### config.mk
export PLATFORM = sky130hd
export DESIGN_NAME = reg_file_scoreboard
export DESIGN_NICKNAME = d
export VERILOG_FILES = /design/src/rtl/reg_file_scoreboard.sv
export SDC_FILE = /design/constraint.sdc
export NUM_CORES = 2
export LEC_CHECK = 0
export CELL_PAD_IN_SITES_DETAIL_PLACEMENT = 1
export CELL_PAD_IN_SITES_GLOBAL_PLACEMENT = 1
export CORE_MARGIN = 2
export CORE_UTILIZATION = 50
export DETAILED_ROUTE_END_ITERATION = 8
export PLACE_DENSITY_LB_ADDON = 0.3
export SLEW_MARGIN = 20
export SYNTH_ARGS = -nofsm -noshare
export SYNTH_HDL_FRONTEND = slang
export SYNTH_SLANG_ARGS = --single-unit
export TNS_END_PERCENT = 30
### constraint.sdc
create_clock -name CLK -period 5.51 [get_ports CLK]
set_input_delay 1.3775 -clock CLK [delete_from_list [all_inputs] [get_ports CLK]]
set_output_delay 1.3775 -clock CLK [all_outputs]
set_load 0.01 [all_outputs]
### src/rtl/reg_file_scoreboard.sv
// rtl/reg_file_scoreboard.sv - register file with pending-write scoreboard and clear sweep
module reg_file_scoreboard #(
    parameter int XLEN  = 32,
    parameter int NREGS = 32,
    parameter int AW    = $clog2(NREGS)
) (
    input  logic            CLK,
    input  logic            RST_N,
    input  logic [AW-1:0]   RADDR1,
    input  logic [AW-1:0]   RADDR2,
    output logic [XLEN-1:0] RDATA1,
    output logic [XLEN-1:0] RDATA2,
    output logic            RBUSY1,
    output logic            RBUSY2,
    input  logic            WEN,
    input  logic [AW-1:0]   WADDR,
    input  logic [XLEN-1:0] WDATA,
    input  logic            RSV_EN,
    input  logic [AW-1:0]   RSV_ADDR,
    input  logic            CLR_REQ,
    output logic            CLR_BUSY
);

    typedef enum logic {IDLE, SWEEP} state_t;

    localparam logic [AW-1:0] LAST_IDX = AW'(NREGS - 1);

    state_t            state, state_nxt;
    logic [AW-1:0]     idx;
    logic [XLEN-1:0]   mem [NREGS];
    logic [NREGS-1:0]  pending;

    logic wr_commit, rsv_set, byp1, byp2;

    assign wr_commit = WEN && (WADDR != '0) && (state == IDLE);
    assign rsv_set   = RSV_EN && (RSV_ADDR != '0) && (state == IDLE);
    assign byp1      = wr_commit && (WADDR == RADDR1);
    assign byp2      = wr_commit && (WADDR == RADDR2);

    // x0 is never written, but forcing zero here keeps reads independent of mem[0]
    assign RDATA1 = (RADDR1 == '0) ? '0 : (byp1 ? WDATA : mem[RADDR1]);
    assign RDATA2 = (RADDR2 == '0) ? '0 : (byp2 ? WDATA : mem[RADDR2]);
    assign RBUSY1 = (RADDR1 != '0) && pending[RADDR1] && !byp1;
    assign RBUSY2 = (RADDR2 != '0) && pending[RADDR2] && !byp2;
    assign CLR_BUSY = (state == SWEEP);

    always_comb begin
        state_nxt = state;
        case (state)
            IDLE:  if (CLR_REQ) state_nxt = SWEEP;
            SWEEP: if (idx == LAST_IDX) state_nxt = IDLE;
            default: state_nxt = IDLE;
        endcase
    end

    always_ff @(posedge CLK or negedge RST_N) begin
        if (!RST_N) begin
            state <= IDLE;
            idx   <= '0;
        end else begin
            state <= state_nxt;
            if (state == IDLE && CLR_REQ)
                idx <= AW'(1);
            else if (state == SWEEP && idx != LAST_IDX)
                idx <= idx + AW'(1);
        end
    end

    always_ff @(posedge CLK or negedge RST_N) begin
        if (!RST_N) begin
            for (int i = 0; i < NREGS; i++)
                mem[i] <= '0;
        end else if (state == SWEEP) begin
            mem[idx] <= '0;
        end else if (wr_commit) begin
            mem[WADDR] <= WDATA;
        end
    end

    // Reserve is applied after the write-back clear so a same-address reserve wins
    always_ff @(posedge CLK or negedge RST_N) begin
        if (!RST_N) begin
            pending <= '0;
        end else if (state == SWEEP) begin
            pending[idx] <= 1'b0;
        end else begin
            if (wr_commit)
                pending[WADDR] <= 1'b0;
            if (rsv_set)
                pending[RSV_ADDR] <= 1'b1;
        end
    end

endmodule

==> results.yml <==
sta:
  max_freq_mhz: 179
  worst_pin_slew_ps: 1160
  setup_ws_ps: -87.2
  hold_viol: 0
  finalCriticalPeriod_ps: 5600
  finClkSkew_ps: 29.2
  finalCritPeriodShare: 1.02
  slew_headroom: 0.226
  setup_tns_ps: -95.4
  rsz0062_at_grt: "true"
  setup_viol: 2
  drv_slew: 0
  hold_slack_ps: 519
setup_path:
  required_ps: 4130
  crit_family: "buffers and inverters"
  slowest_stage: "nor3_1"
  path_max_fanout: 18
  crit_type: "in -> out"
  path_buf_inv: 4
  cpPeakStageDelay_ps: 620
  endpoint_kind: "output pin"
  cp-start-kind: "primary input"
  cp_common_cell: "a21oi_1"
  path_cells: "buf_2 -> buf_4 -> or2_2 -> buf_12 -> o22ai_1 -> nor3_1 -> a21oi_1 -> a21oi_1 -> clkdlybuf4s50_1"
  cp.arrival_ps: 4220
global_route:
  grt_pass1_wl_um: 353000
  grt_max_degree: 144
  antenna_found_initial: 9
  grt_usage: 0.417
  overflow: 0
  grt_pass1_vias: 49600
cts:
  cts_sinks: 1062
  clockRootBuffer: "clkbuf_16"
  clockBufferDepth: 3
  cts.htree.levels: 3
  cts_tree: "built"
  clkSlewWorstSetupHoldPaths_ps: 60
  cts_buffers: 114
  insertion_delay_ps: 760
synth:
  synth_edf_count: 0
  ys_types: 58
  syn_nets: 4485
  syn-cell-area_um2: 56500
  syn_inst: 4423
  synth_seq_area_share: 0.471
  synth.ff_latch_count: 1062
  async_flop_share: 1.00
  ys_warn_count: 0
  synth_ff_type: "dfrtp_1"
  syn_area_per_cell_um2: 12.8
die:
  die_w_um: 340
  initial_core_util: 0.503
  pin_count: 124
  core_um2: 112000
  die_h_um: 340
  fp-row-count: 123
  die_area_um2: 116000
route:
  via_count: 47100
  wire_per_inst_um: 40.2
  post-route-drc-count: 0
  routed_wl_um: 242000
  avgViaCountPerCell: 7.82
  first_iter_violations: 6546
  ant_nets: 0
  drt_first_pass_iters: 6
outcome:
  failed_checks: "negative setup slack"
  status: "finished with violations"
power:
  p_per_area_nw_per_um2: 336
  ir_drop_mv: 0.273
  leakagePower_nw: 28.9
run:
  drv_cap: 0
cells_and_area:
  post-route-util: 0.577
  final_cell_area_um2: 64800
  drive_gt1_frac: 0.264
  area_delta_synth_final_pct: 14.7
  final_cell_count_no_fill: 6023
  final_nets: 4490
place:
  portBuffers: 123
  place_congestion: 0.893
  hpwl_um: 140000
  place_inst: 5805
  dpl-instance-area_um2: 60800
hold_path:
  min_path_type: "reg -> reg"
timing repair:
action	CTS	global route
hold endpoints to repair	0	0
endpoints found under the setup margin	8	30
resized for setup	8	14
buffers inserted	0	6
pin swaps	0	3
hold buffers	0	0
routing by layer:
metal  vias to the layer above  share of wire  global-route usage
met5                         -        0.00036                   0
met4                        14          0.084               0.285
met3                      1161           0.14               0.133
met2                      3866           0.43               0.602
met1                     24600           0.35               0.539
li1                      17500              -                   -
report_power, final:
| part | internal, W | leakage, nW | switching [W] |
|---|---|---|---|
| sequential | 0.00850 | 14.8 | 0.000649 |
| combinational | 0.00182 | 12.2 | 0.00280 |
| clock | 0.00451 | 1.88 | 0.00347 |
cell type report:
| type | instances | area, µm² |
|---|---|---|
| fillers | 10700 | 47400 |
| clock inverters | 51 | 587 |
| diodes | 4 | 10.0 |
| multi-input cells | 2754 | 27700 |
| inverters | 14 | 52.6 |
| flip-flops and latches | 1062 | 26600 |
| well taps | 1500 | 1880 |
| repair buffers | 482 | 4740 |
| clock buffers | 156 | 3220 |
registers in the layout, indices dropped and copies added, names as in the netlist:
register / count
idx: 5
mem: 1024
pending: 32
CLR_BUSY: 1
cell usage after synthesis, types with 5 or more instances:
library cell,instances,area (µm²)
o21ai_0,35,175
buf_2,110,551
dfrtp_1,1062,26600
buf_6,13,146
xnor2_1,6,52.6
mux2_2,131,1480
and3_1,26,163
ha_1,5,62.6
a31oi_1,40,250
nor2_1,163,612
nand2_1,142,533
o221ai_1,62,543
nor3b_2,5,62.6
clkbuf_1,358,1340
nand2b_1,11,68.8
a21oi_1,179,896
nor3_1,78,390
buf_1,48,180
a221oi_1,60,526
a211oi_1,65,488
xor2_1,7,61.3
a22o_1,992,8690
mux4_2,405,9120
o22ai_1,32,200
nor2b_1,66,413
buf_4,61,458
and3b_1,8,70.1
inv_1,11,41.3
and2_1,8,50.1
nor3b_1,7,52.6
mux2i_1,189,1890
cells by family (layout without fill, tap and decap cells):
family,Yosys count,after routing,synth area share
other cells,0,4,0
mux,725,725,0.221
xor+xnor,13,13,0.00202
fa+ha+maj,5,5,0.00111
buf+inv,607,703,0.0488
flops,1062,1062,0.471
simple gates,538,538,0.0469
compound gates,1473,1473,0.210
cells in the final DEF, fill, tap and decap left out, types with 57 or more instances in the layout:
| cell | n |
|---|---|
| a211oi_1 | 59 |
| nor2_1 | 162 |
| nor3_1 | 68 |
| dfrtp_1 | 1062 |
| a22o_1 | 992 |
| clkbuf_16 | 115 |
| a21oi_1 | 147 |
| buf_12 | 62 |
| buf_4 | 297 |
| o221ai_1 | 62 |
| a221oi_1 | 57 |
| nor2b_1 | 66 |
| nand2_1 | 139 |
| mux4_2 | 405 |
| mux2_2 | 131 |
| clkdlybuf4s50_1 | 111 |
| mux2i_1 | 189 |
path summary, 6_finish.rpt:
path                            slack, ps       from          to  cells after the start
worst max register to register       1950     idx[0]   mem[1001]                      6
worst min register to register        520   mem[242]    mem[242]                      1
worst max-delay path                  -90  RADDR2[2]  RDATA2[11]                      9
min in group asynchronous             610      RST_N    mem[759]                      1
worst min-delay path                  520   mem[242]    mem[242]                      1
max in group asynchronous            3500      RST_N    mem[449]                      2
stage by stage:
step / setup slack [ps] / total power (W)
after floorplan: 1120 / 0.0115
after global placement: -172 / 0.0135
after detailed placement: -129 / 0.0136
after CTS: 9.05 / 0.0216
after global routing: -35.3 / 0.0222
final: -87.2 / 0.0218
Power figures use the tool's default switching activity.
